`src/rtl/instr_word_loader.sv`:
```
// Instruction word loader: assembles UART bytes LSB-first into instruction words
// and writes them to consecutive instruction-memory addresses until halt or full.
module instr_word_loader #(
  parameter int unsigned                   INSTRUCT_MEM_WIDTH = 32,
  parameter int unsigned                   MEM_ADDR_WIDTH     = 8,
  parameter logic [INSTRUCT_MEM_WIDTH-1:0] HALT_WORD          = {INSTRUCT_MEM_WIDTH{1'b1}}
) (
  input  logic                          i_clk,
  input  logic                          i_reset,
  input  logic                          i_load_enable,
  input  logic                          i_rx_done,
  input  logic [7:0]                    i_rx_data,
  output logic                          o_wr_en,
  output logic [MEM_ADDR_WIDTH-1:0]     o_wr_addr,
  output logic [INSTRUCT_MEM_WIDTH-1:0] o_wr_data,
  output logic                          o_load_done,
  output logic                          o_overflow
);

  localparam int unsigned NBYTES = INSTRUCT_MEM_WIDTH / 8;
  localparam int unsigned IDX_W  = (NBYTES > 1) ? $clog2(NBYTES) : 1;
  localparam logic [IDX_W-1:0]          LAST_IDX = IDX_W'(NBYTES - 1);
  localparam logic [MEM_ADDR_WIDTH-1:0] ADDR_MAX = '1;

  typedef enum logic [1:0] {
    IDLE = 2'd0,
    RECV = 2'd1,
    DONE = 2'd2
  } state_t;

  state_t                          state;
  logic [IDX_W-1:0]                idx;
  logic [MEM_ADDR_WIDTH-1:0]       addr;
  logic [INSTRUCT_MEM_WIDTH-1:0]   word_q;
  logic                            wr_halt;

  logic [INSTRUCT_MEM_WIDTH-1:0]   asm_c;
  logic [MEM_ADDR_WIDTH-1:0]       next_addr_c;
  logic                            finish_c;

  // Word with the incoming byte merged in; address advances once per completed write.
  always_comb begin
    asm_c                      = word_q;
    asm_c[8*int'(idx) +: 8]    = i_rx_data;
    next_addr_c                = o_wr_en ? addr + MEM_ADDR_WIDTH'(1) : addr;
    finish_c                   = o_wr_en && (wr_halt || (o_wr_addr == ADDR_MAX));
  end

  always_ff @(posedge i_clk) begin
    if (i_reset) begin
      state       <= IDLE;
      idx         <= '0;
      addr        <= '0;
      word_q      <= '0;
      wr_halt     <= 1'b0;
      o_wr_en     <= 1'b0;
      o_wr_addr   <= '0;
      o_wr_data   <= '0;
      o_load_done <= 1'b0;
      o_overflow  <= 1'b0;
    end else begin
      o_wr_en <= 1'b0;
      unique case (state)
        IDLE: begin
          idx         <= '0;
          addr        <= '0;
          word_q      <= '0;
          o_load_done <= 1'b0;
          o_overflow  <= 1'b0;
          if (i_load_enable) state <= RECV;
        end
        RECV: begin
          if (!i_load_enable) begin
            state  <= IDLE;
            idx    <= '0;
            addr   <= '0;
            word_q <= '0;
          end else if (finish_c) begin
            // Termination takes effect the cycle after the final write strobe.
            state       <= DONE;
            o_load_done <= 1'b1;
            o_overflow  <= !wr_halt;
            idx         <= '0;
            word_q      <= '0;
          end else begin
            addr <= next_addr_c;
            if (i_rx_done) begin
              if (idx == LAST_IDX) begin
                o_wr_en   <= 1'b1;
                o_wr_addr <= next_addr_c;
                o_wr_data <= asm_c;
                wr_halt   <= (asm_c == HALT_WORD);
                idx       <= '0;
                word_q    <= '0;
              end else begin
                idx    <= idx + IDX_W'(1);
                word_q <= asm_c;
              end
            end
          end
        end
        DONE: begin
          if (!i_load_enable) begin
            state       <= IDLE;
            o_load_done <= 1'b0;
            o_overflow  <= 1'b0;
          end
        end
        default: state <= IDLE;
      endcase
    end
  end

endmodule
```
`config.mk`:
```
export PLATFORM = sky130hd
export DESIGN_NAME = instr_word_loader
export DESIGN_NICKNAME = d
export VERILOG_FILES = /design/src/rtl/instr_word_loader.sv
export SDC_FILE = /design/constraint.sdc
export NUM_CORES = 1
export LEC_CHECK = 0
export BUFFER_PORTS_ARGS = -buffer_cell sky130_fd_sc_hd__buf_2
export CORE_MARGIN = 2
export CORE_UTILIZATION = 55
export DETAILED_ROUTE_END_ITERATION = 10
export PLACE_DENSITY = 0.75
export SKIP_LAST_GASP = 1
export SLEW_MARGIN = 30
export SYNTH_ARGS = -nofsm -noshare
export SYNTH_HDL_FRONTEND = slang
export SYNTH_SLANG_ARGS = --single-unit
```
`constraint.sdc`:
```
create_clock -name i_clk -period 3.45 [get_ports i_clk]
set_input_delay 0.345 -clock i_clk [delete_from_list [all_inputs] [get_ports i_clk]]
set_output_delay 0.345 -clock i_clk [all_outputs]
set_load 0.005 [all_outputs]
```
==> results of run 1 <==
-- area by class of cell --
class                      count  share of cell area [%]
clock buffer                  11                    3.05
timing repair buffer          60                    7.12
sequential                    88                    38.0
tap                           99                    2.67
inverter                       4                   0.324
clock inverter                 5                    1.73
multi-input combinational    352                    47.1
-- Yosys cell counts (all sizes together) (2+ instances only) --
library cell,n
buf,11
o21ai,40
a41oi,2
nand3,6
nand4,5
nor2b,42
nor2,47
xor2,3
clkbuf,36
and4,2
or3,2
a311oi,2
ha,7
a31oi,33
nand2,9
xnor2,4
a21oi,45
a211oi,42
or4,34
dfxtp,88
nand2b,2
nand4b,2
and2,3
nor4,8
nor3,2
inv,4
-- layer usage --
layer	track usage, %	part of all wire, %	vias to the layer above
met5	0	0	-
met4	9.22	2.1	0
met3	4.23	5.6	19
met2	36.0	45	124
met1	34.5	47	1831
li1	-	-	1870
-- worst reg2reg max path: cells and delay by family, from the launching register on --
family / cells / cell delay, ns
and+or+nand+nor: 3 / 1.14
AOI/OAI and AO/OA: 2 / 0.55
DFF: 1 / 0.51
adders and majority gates: 1 / 0.37
buffers and inverters: 1 / 0.14
-- power breakdown --
part	switching, mW	internal [mW]
clock	0.366	0.427
sequential	0.00314	1.02
combinational	0.0538	0.0218
-- path summary, 6_finish.rpt --
kind | from | to | slack, ns | depth (start not counted)
worst max-delay path | idx[0] | wr_halt | 0.64 | 7
worst min-delay path | i_load_enable | o_overflow | 0.31 | 3
worst max register to register | idx[0] | wr_halt | 0.64 | 7
worst min register to register | word_q[9] | word_q[9] | 0.47 | 2
-- sequential cells by signal (all words and copies together) (netlist names), 2 cells and up --
register   count
o_wr_addr      8
o_wr_data     32
state          2
idx            2
word_q        32
addr           8
-- kinds of logic after synthesis --
kind of cell / after synthesis / share of synthesized area, %
simple gates: 169 / 23.5
compound gates: 168 / 24.9
flops: 88 / 42.4
buf+inv: 51 / 5.42
xor+xnor: 7 / 1.47
fa+ha+maj: 7 / 2.11
mux: 1 / 0.241
==> metrics.log, run 1 <==
[metrics] prevailing post-synth register cell: dfxtp_1
[metrics] maximum vdd drop: 268 uV
[metrics] top-area cell type share of the netlist area: 42.4%
[metrics] arrival time at the worst endpoint: 3.07 ns
[metrics] most common library cell in the layout ignoring fill and taps: dfxtp_1
[metrics] number of DRC violations after detailed-routing iteration 0: 313
[metrics] antenna violations before repair: 0
[metrics] IO Count: 55
[metrics] drt wl/cell: 16.4 um
[metrics] Net count, final: 534
[metrics] instance area after placement: 4410 um2
[metrics] series of cell instances along the critical path: inv_1 -> ha_1 -> nor2b_1 -> a31oi_1 -> nor4_1 -> nand4_1 -> o41ai_1
[metrics] leading cell types in the layout, fill and taps excluded: 88 x dfxtp_1, 53 x buf_2, 47 x nor2_1, 45 x a21oi_1, 42 x nor2b_1
[metrics] htree depth: 3
[metrics] leakage power of the design: 1.58 nW
[metrics] pre-CTS worst setup slack: 0.767 ns
[metrics] number of filler instances in the final layout: 672
[metrics] Buf+Inv Stages, Crit Path: 1
[metrics] crit path time final: 2.81 ns
[metrics] Fmax: 356 MHz
[metrics] final std cells w/o fill: 619
[metrics] final weighted congestion of routability-driven global placement: 0.917
[metrics] post-route clock period utilization: 81.3%
[metrics] net count after synthesis: 510
[metrics] Req. time, crit path: 3.72 ns
[metrics] detailed-routing iteration count for the pre-antenna-repair pass: 5
[metrics] Final setup violation count: 0
[metrics] synthesized area: 4160 um2
[metrics] vias per std cell: 6.21
[metrics] crit path max-delay cell type: nor2b_1
[metrics] Hold Violations, Final: 0
[metrics] Max-slew headroom: 45.0%
[metrics] area used by sequential logic in the layout: 1760 um2
[metrics] smallest hold slack: 0.315 ns
[metrics] share of flip-flops with an asynchronous set or reset after synthesis: 0%
[metrics] pin count of the biggest net entering global routing: 76
[metrics] max-cap violation count: 0
[metrics] synth-to-layout area growth: 11.6%
[metrics] Rows: 31
[metrics] Post-Route Skew: 0.00838 ns
[metrics] highest fanout seen on the critical path: 10
[metrics] Sink Count: 88
[metrics] accumulated negative setup slack: 0 ns
[metrics] via count of the first global-routing pass: 3411
[metrics] share of synthesized area occupied by flip-flops and latches: 42.4%
[metrics] final worst setup slack: 0.645 ns
[metrics] width of the die: 90.9 um
[metrics] total design power: 1.89 mW
[metrics] RSZ-0062 raised after global routing: no
[metrics] cell area power density: 407 nW/um2
[metrics] family of cells with the greatest summed delay on the critical path: simple AND/OR/NAND/NOR gates
[metrics] utilization of the core after routing: 63.6%
[metrics] max-slew violation count: 0
[metrics] clock tree from TritonCTS: done
[metrics] result of the run: finished, final reports clean
[metrics] Post-synth EDFFs: 0
[metrics] register bit count reported by yosys: 88
[metrics] clock root buffer master: clkbuf_8
[metrics] remaining routing DRC violations: 0
[metrics] effective utilization at floorplan: 57.0%
[metrics] clock latency on the worst-skew pair: 0.36 ns
[metrics] count of buffers added by post-CTS timing repair for setup: 0
[metrics] Num CTS Buffers: 9
[metrics] classification of the worst-slack hold path: in2reg
[metrics] area taken by multi-input logic gates: 2190 um2
[metrics] mean post-synth cell area: 8.47 um2
[metrics] half-perimeter wire length after detailed placement: 6420 um
[metrics] global-route usage over all layers: 24.0%
[metrics] distinct cell type count of the synthesized netlist: 42
[metrics] Startpoint Class: register
[metrics] leading cell types by total area after synthesis: dfxtp_1 42%, a211oi_1 7.2%, nor2b_1 6.3%, or4_1 6.1%, a21oi_1 5.4%
[metrics] clock transition at the registers of the reported paths: 0.09 ns
[metrics] GRT Residual Overflow: 0
[metrics] Vias: 3844
[metrics] # diodes: 0
[metrics] number of hold-repair buffers added at the cts stage: 0
[metrics] PortBufs: 54
[metrics] global-route wire length before repair: 16400 um
[metrics] number of placed instances with taps included: 603
[metrics] actual transition at the worst max-transition pin: 0.824 ns
[metrics] layout cell share with drive strength beyond 1: 15.6%
[metrics] Total Die Area: 8270 um2
[metrics] Syn. warnings: 0
[metrics] instance count of the mapped netlist: 491
[metrics] post-route antenna net violation count: 0
[metrics] maximum number of buffers from clock root to sink: 2
[metrics] Crit Path Category: reg2reg
[metrics] nature of the critical path endpoint: register
[metrics] number of gates resized after cts: 0
[metrics] delay contributed by the slowest stage of the critical path: 0.52 ns
[metrics] core outline area: 7290 um2
[metrics] Die Y-Extent: 90.9 um
[metrics] cell type contributing the most total cell area after synthesis: dfxtp_1
[metrics] post-route design area: 4640 um2
[metrics] final routed wirelength across all metal layers: 10100 um
Note: power is estimated with default switching activity, not from simulation.
==> inputs of run 2 (changes only) <==
--- a/config.mk
+++ b/config.mk
@@ -7,9 +7,9 @@
 export LEC_CHECK = 0
 export BUFFER_PORTS_ARGS = -buffer_cell sky130_fd_sc_hd__buf_2
 export CORE_MARGIN = 2
-export CORE_UTILIZATION = 55
+export CORE_UTILIZATION = 52
 export DETAILED_ROUTE_END_ITERATION = 10
-export PLACE_DENSITY = 0.75
+export PLACE_DENSITY = 0.74
 export SKIP_LAST_GASP = 1
 export SLEW_MARGIN = 30
 export SYNTH_ARGS = -nofsm -noshare
==> constraint.sdc (replaced) <==
create_clock -name i_clk -period 2.3 [get_ports i_clk]
set_input_delay 0.23 -clock i_clk [delete_from_list [all_inputs] [get_ports i_clk]]
set_output_delay 0.23 -clock i_clk [all_outputs]
set_load 0.005 [all_outputs]
==> metrics.log, run 2 (synthesis gave the netlist of run 1 again) <==
[metrics] antenna violations before repair: 0 (unchanged)
[metrics] Int Power: 2.12 mW (was 1.47 mW)
[metrics] family of cells with the greatest summed delay on the critical path: simple AND/OR/NAND/NOR gates (unchanged)
[metrics] series of cell instances along the critical path: inv_1 -> ha_1 -> and2_1 -> a31oi_1 -> nor4_1 -> nand4_1 -> o41ai_1 (was inv_1 -> ha_1 -> nor2b_1 -> a31oi_1 -> nor4_1 -> nand4_1 -> o41ai_1)
[metrics] drt wl/cell: 16.4 um (about the same)
[metrics] Rows: 32 (was 31)
[metrics] crit path max-delay cell type: dfxtp_2 (was nor2b_1)
[metrics] number of filler instances in the final layout: 676 (was 672)
[metrics] hold path start: i_load_enable (unchanged)
[metrics] via count of the first global-routing pass: 3478 (was 3411)
[metrics] number of placed instances with taps included: 614 (was 603)
[metrics] utilization of the core after routing: 60.9% (was 63.6%)
[metrics] Fmax: 452 MHz (was 356 MHz)
[metrics] worst setup slack for register-to-register paths: 0.09 ns (was 0.64 ns)
[metrics] RSZ-0062 raised after global routing: yes (was no)
[metrics] GRT Residual Overflow: 0 (unchanged)
[metrics] registers with the most flip-flops: o_wr_data: 32 flops, word_q: 32 flops (unchanged)
[metrics] Switch Pwr: 636 uW (was 423 uW)
[metrics] area used by sequential logic in the layout: 1760 um2 (about the same)
[metrics] Buf+Inv Stages, Crit Path: 1 (unchanged)
[metrics] Vias: 3864 (was 3844)
[metrics] arrival time at the worst endpoint: 2.48 ns (was 3.07 ns)
[metrics] Die Y-Extent: 93.4 um (was 90.9 um)
[metrics] smallest hold slack: 0.191 ns (was 0.315 ns)
[metrics] Num CTS Buffers: 9 (unchanged)
[metrics] remaining routing DRC violations: 0 (unchanged)
[metrics] maximum vdd drop: 384 uV (was 268 uV)
[metrics] htree depth: 3 (unchanged)
[metrics] width of the die: 93.4 um (was 90.9 um)
[metrics] reg2reg start: idx[1] (was idx[0])
[metrics] clock latency on the worst-skew pair: 0.36 ns (about the same)
[metrics] net switching fraction of the power: 23.0% (was 22.4%)
[metrics] Clock power frac: 40.2% (was 42.0%)
[metrics] accumulated negative setup slack: 0 ns (unchanged)
[metrics] Startpoint Class: register (unchanged)
[metrics] Req. time, crit path: 2.56 ns (was 3.72 ns)
[metrics] IO Count: 55 (unchanged)
[metrics] global-route wire length before repair: 17300 um (was 16400 um)
[metrics] number of hold-repair buffers added at the cts stage: 0 (unchanged)
[metrics] delay contributed by the slowest stage of the critical path: 0.36 ns (was 0.52 ns)
[metrics] Crit Path Category: reg2reg (unchanged)
[metrics] source of the critical timing path: idx[1] (was idx[0])
[metrics] highest fanout seen on the critical path: 8 (was 10)
[metrics] Combinational Power Share: 4.3% (was 4.0%)
[metrics] cell area power density: 586 nW/um2 (was 407 nW/um2)
[metrics] half-perimeter wire length after detailed placement: 6950 um (was 6420 um)
[metrics] vias per std cell: 6.13 (was 6.21)
[metrics] post-route clock period utilization: 96.2% (was 81.3%)
[metrics] nature of the critical path endpoint: register (unchanged)
[metrics] crit path time final: 2.21 ns (was 2.81 ns)
[metrics] PortBufs: 54 (unchanged)
[metrics] result of the run: finished, final reports clean (unchanged)
[metrics] global-route usage over all layers: 24.6% (was 24.0%)
[metrics] max-slew violation count: 0 (unchanged)
[metrics] clock root buffer master: clkbuf_8 (unchanged)
[metrics] number of DRC violations after detailed-routing iteration 0: 313 (unchanged)
[metrics] Hold Violations, Final: 0 (unchanged)
[metrics] max-cap violation count: 0 (unchanged)
[metrics] effective utilization at floorplan: 53.8% (was 57.0%)
[metrics] clock transition at the registers of the reported paths: 0.09 ns (about the same)
[metrics] actual transition at the worst max-transition pin: 0.880 ns (was 0.824 ns)
[metrics] detailed-routing iteration count for the pre-antenna-repair pass: 4 (was 5)
[metrics] synth-to-layout area growth: 13.2% (was 11.6%)
[metrics] final std cells w/o fill: 630 (was 619)
[metrics] sequential fraction of design power: 55.4% (was 54.0%)
[metrics] Sink Count: 88 (unchanged)
[metrics] most common library cell in the layout ignoring fill and taps: dfxtp_1 (unchanged)
[metrics] final routed wirelength across all metal layers: 10300 um (was 10100 um)
[metrics] # diodes: 0 (unchanged)
[metrics] maximum number of buffers from clock root to sink: 2 (unchanged)
[metrics] Max-slew headroom: 41.2% (was 45.0%)
[metrics] pin count of the biggest net entering global routing: 76 (unchanged)
[metrics] classification of the worst-slack hold path: in2reg (unchanged)
[metrics] Post-Route Skew: 0.0107 ns (was 0.00838 ns)
[metrics] final weighted congestion of routability-driven global placement: 0.928 (was 0.917)
[metrics] Final setup violation count: 0 (unchanged)
[metrics] layout cell share with drive strength beyond 1: 17.2% (was 15.6%)
[metrics] Total Die Area: 8730 um2 (was 8270 um2)
[metrics] Net count, final: 542 (was 534)
[metrics] leakage power of the design: 1.61 nW (was 1.58 nW)
[metrics] leading cell types in the layout, fill and taps excluded: 87 x dfxtp_1, 54 x buf_2, 47 x nor2_1, 45 x a21oi_1, 42 x nor2b_1 (was 88 x dfxtp_1, 53 x buf_2, 47 x nor2_1, 45 x a21oi_1, 42 x nor2b_1)
[metrics] post-route antenna net violation count: 0 (unchanged)
[metrics] core outline area: 7730 um2 (was 7290 um2)
[metrics] area taken by multi-input logic gates: 2190 um2 (about the same)
[metrics] clock tree from TritonCTS: done (unchanged)
run 2: cell type report:
| type | instances | area share (%) |
|---|---|---|
| multi-input combinational | 352 | 46.6 |
| sequential | 88 | 37.5 |
| inverter | 4 | 0.319 |
| timing repair buffer | 68 | 8.51 |
| tap | 102 | 2.71 |
| clock buffer | 12 | 3.30 |
| clock inverter | 4 | 1.12 |
run 2: metal layers:
layer  GRT usage [%]  up-vias  share of wire, %
li1                -     1888                 -
met1            35.7     1812                46
met2            36.8      148                46
met3            4.83       16               6.4
met4            7.84        0               1.3
met5               0        -                 0
run 2: power by group through the flow:
stage,clock [mW],sequential [mW],combinational [mW]
CTS,1.13,1.53,0.117
global placement,0,1.57,0.116
floorplan,0,1.56,0.0806
finish,1.11,1.53,0.119
detailed placement,0,1.57,0.116
global route,1.19,1.53,0.130
run 2: final timing paths:
kind,end,depth (start not counted)
worst max-delay path,wr_halt,7
worst min-delay path,o_overflow,3
worst min register to register,addr[7],2
worst max register to register,wr_halt,7
run 2: tightest hold or removal path: stages:
cell and delay (ns):
buf_2 0.14, o21ai_0 0.08, a21oi_1 0.06
run 2: metrics by stage:
step | area (um2) | power, mW | setup slack (ns)
2_1_floorplan | 4160 | 1.64 | 0.192
3_3_place_gp | 4490 | 1.68 | 0.178
3_5_place_dp | 4490 | 1.68 | 0.135
4_1_cts | 4700 | 2.77 | 0.126
5_1_grt | 4710 | 2.85 | -0.0253
6_report | 4710 | 2.76 | 0.0867
run 2: what timing repair did:
action,4_1_cts,5_1_grt
gates resized for setup,0,2
buffers inserted,0,0
setup endpoints to repair,0,7
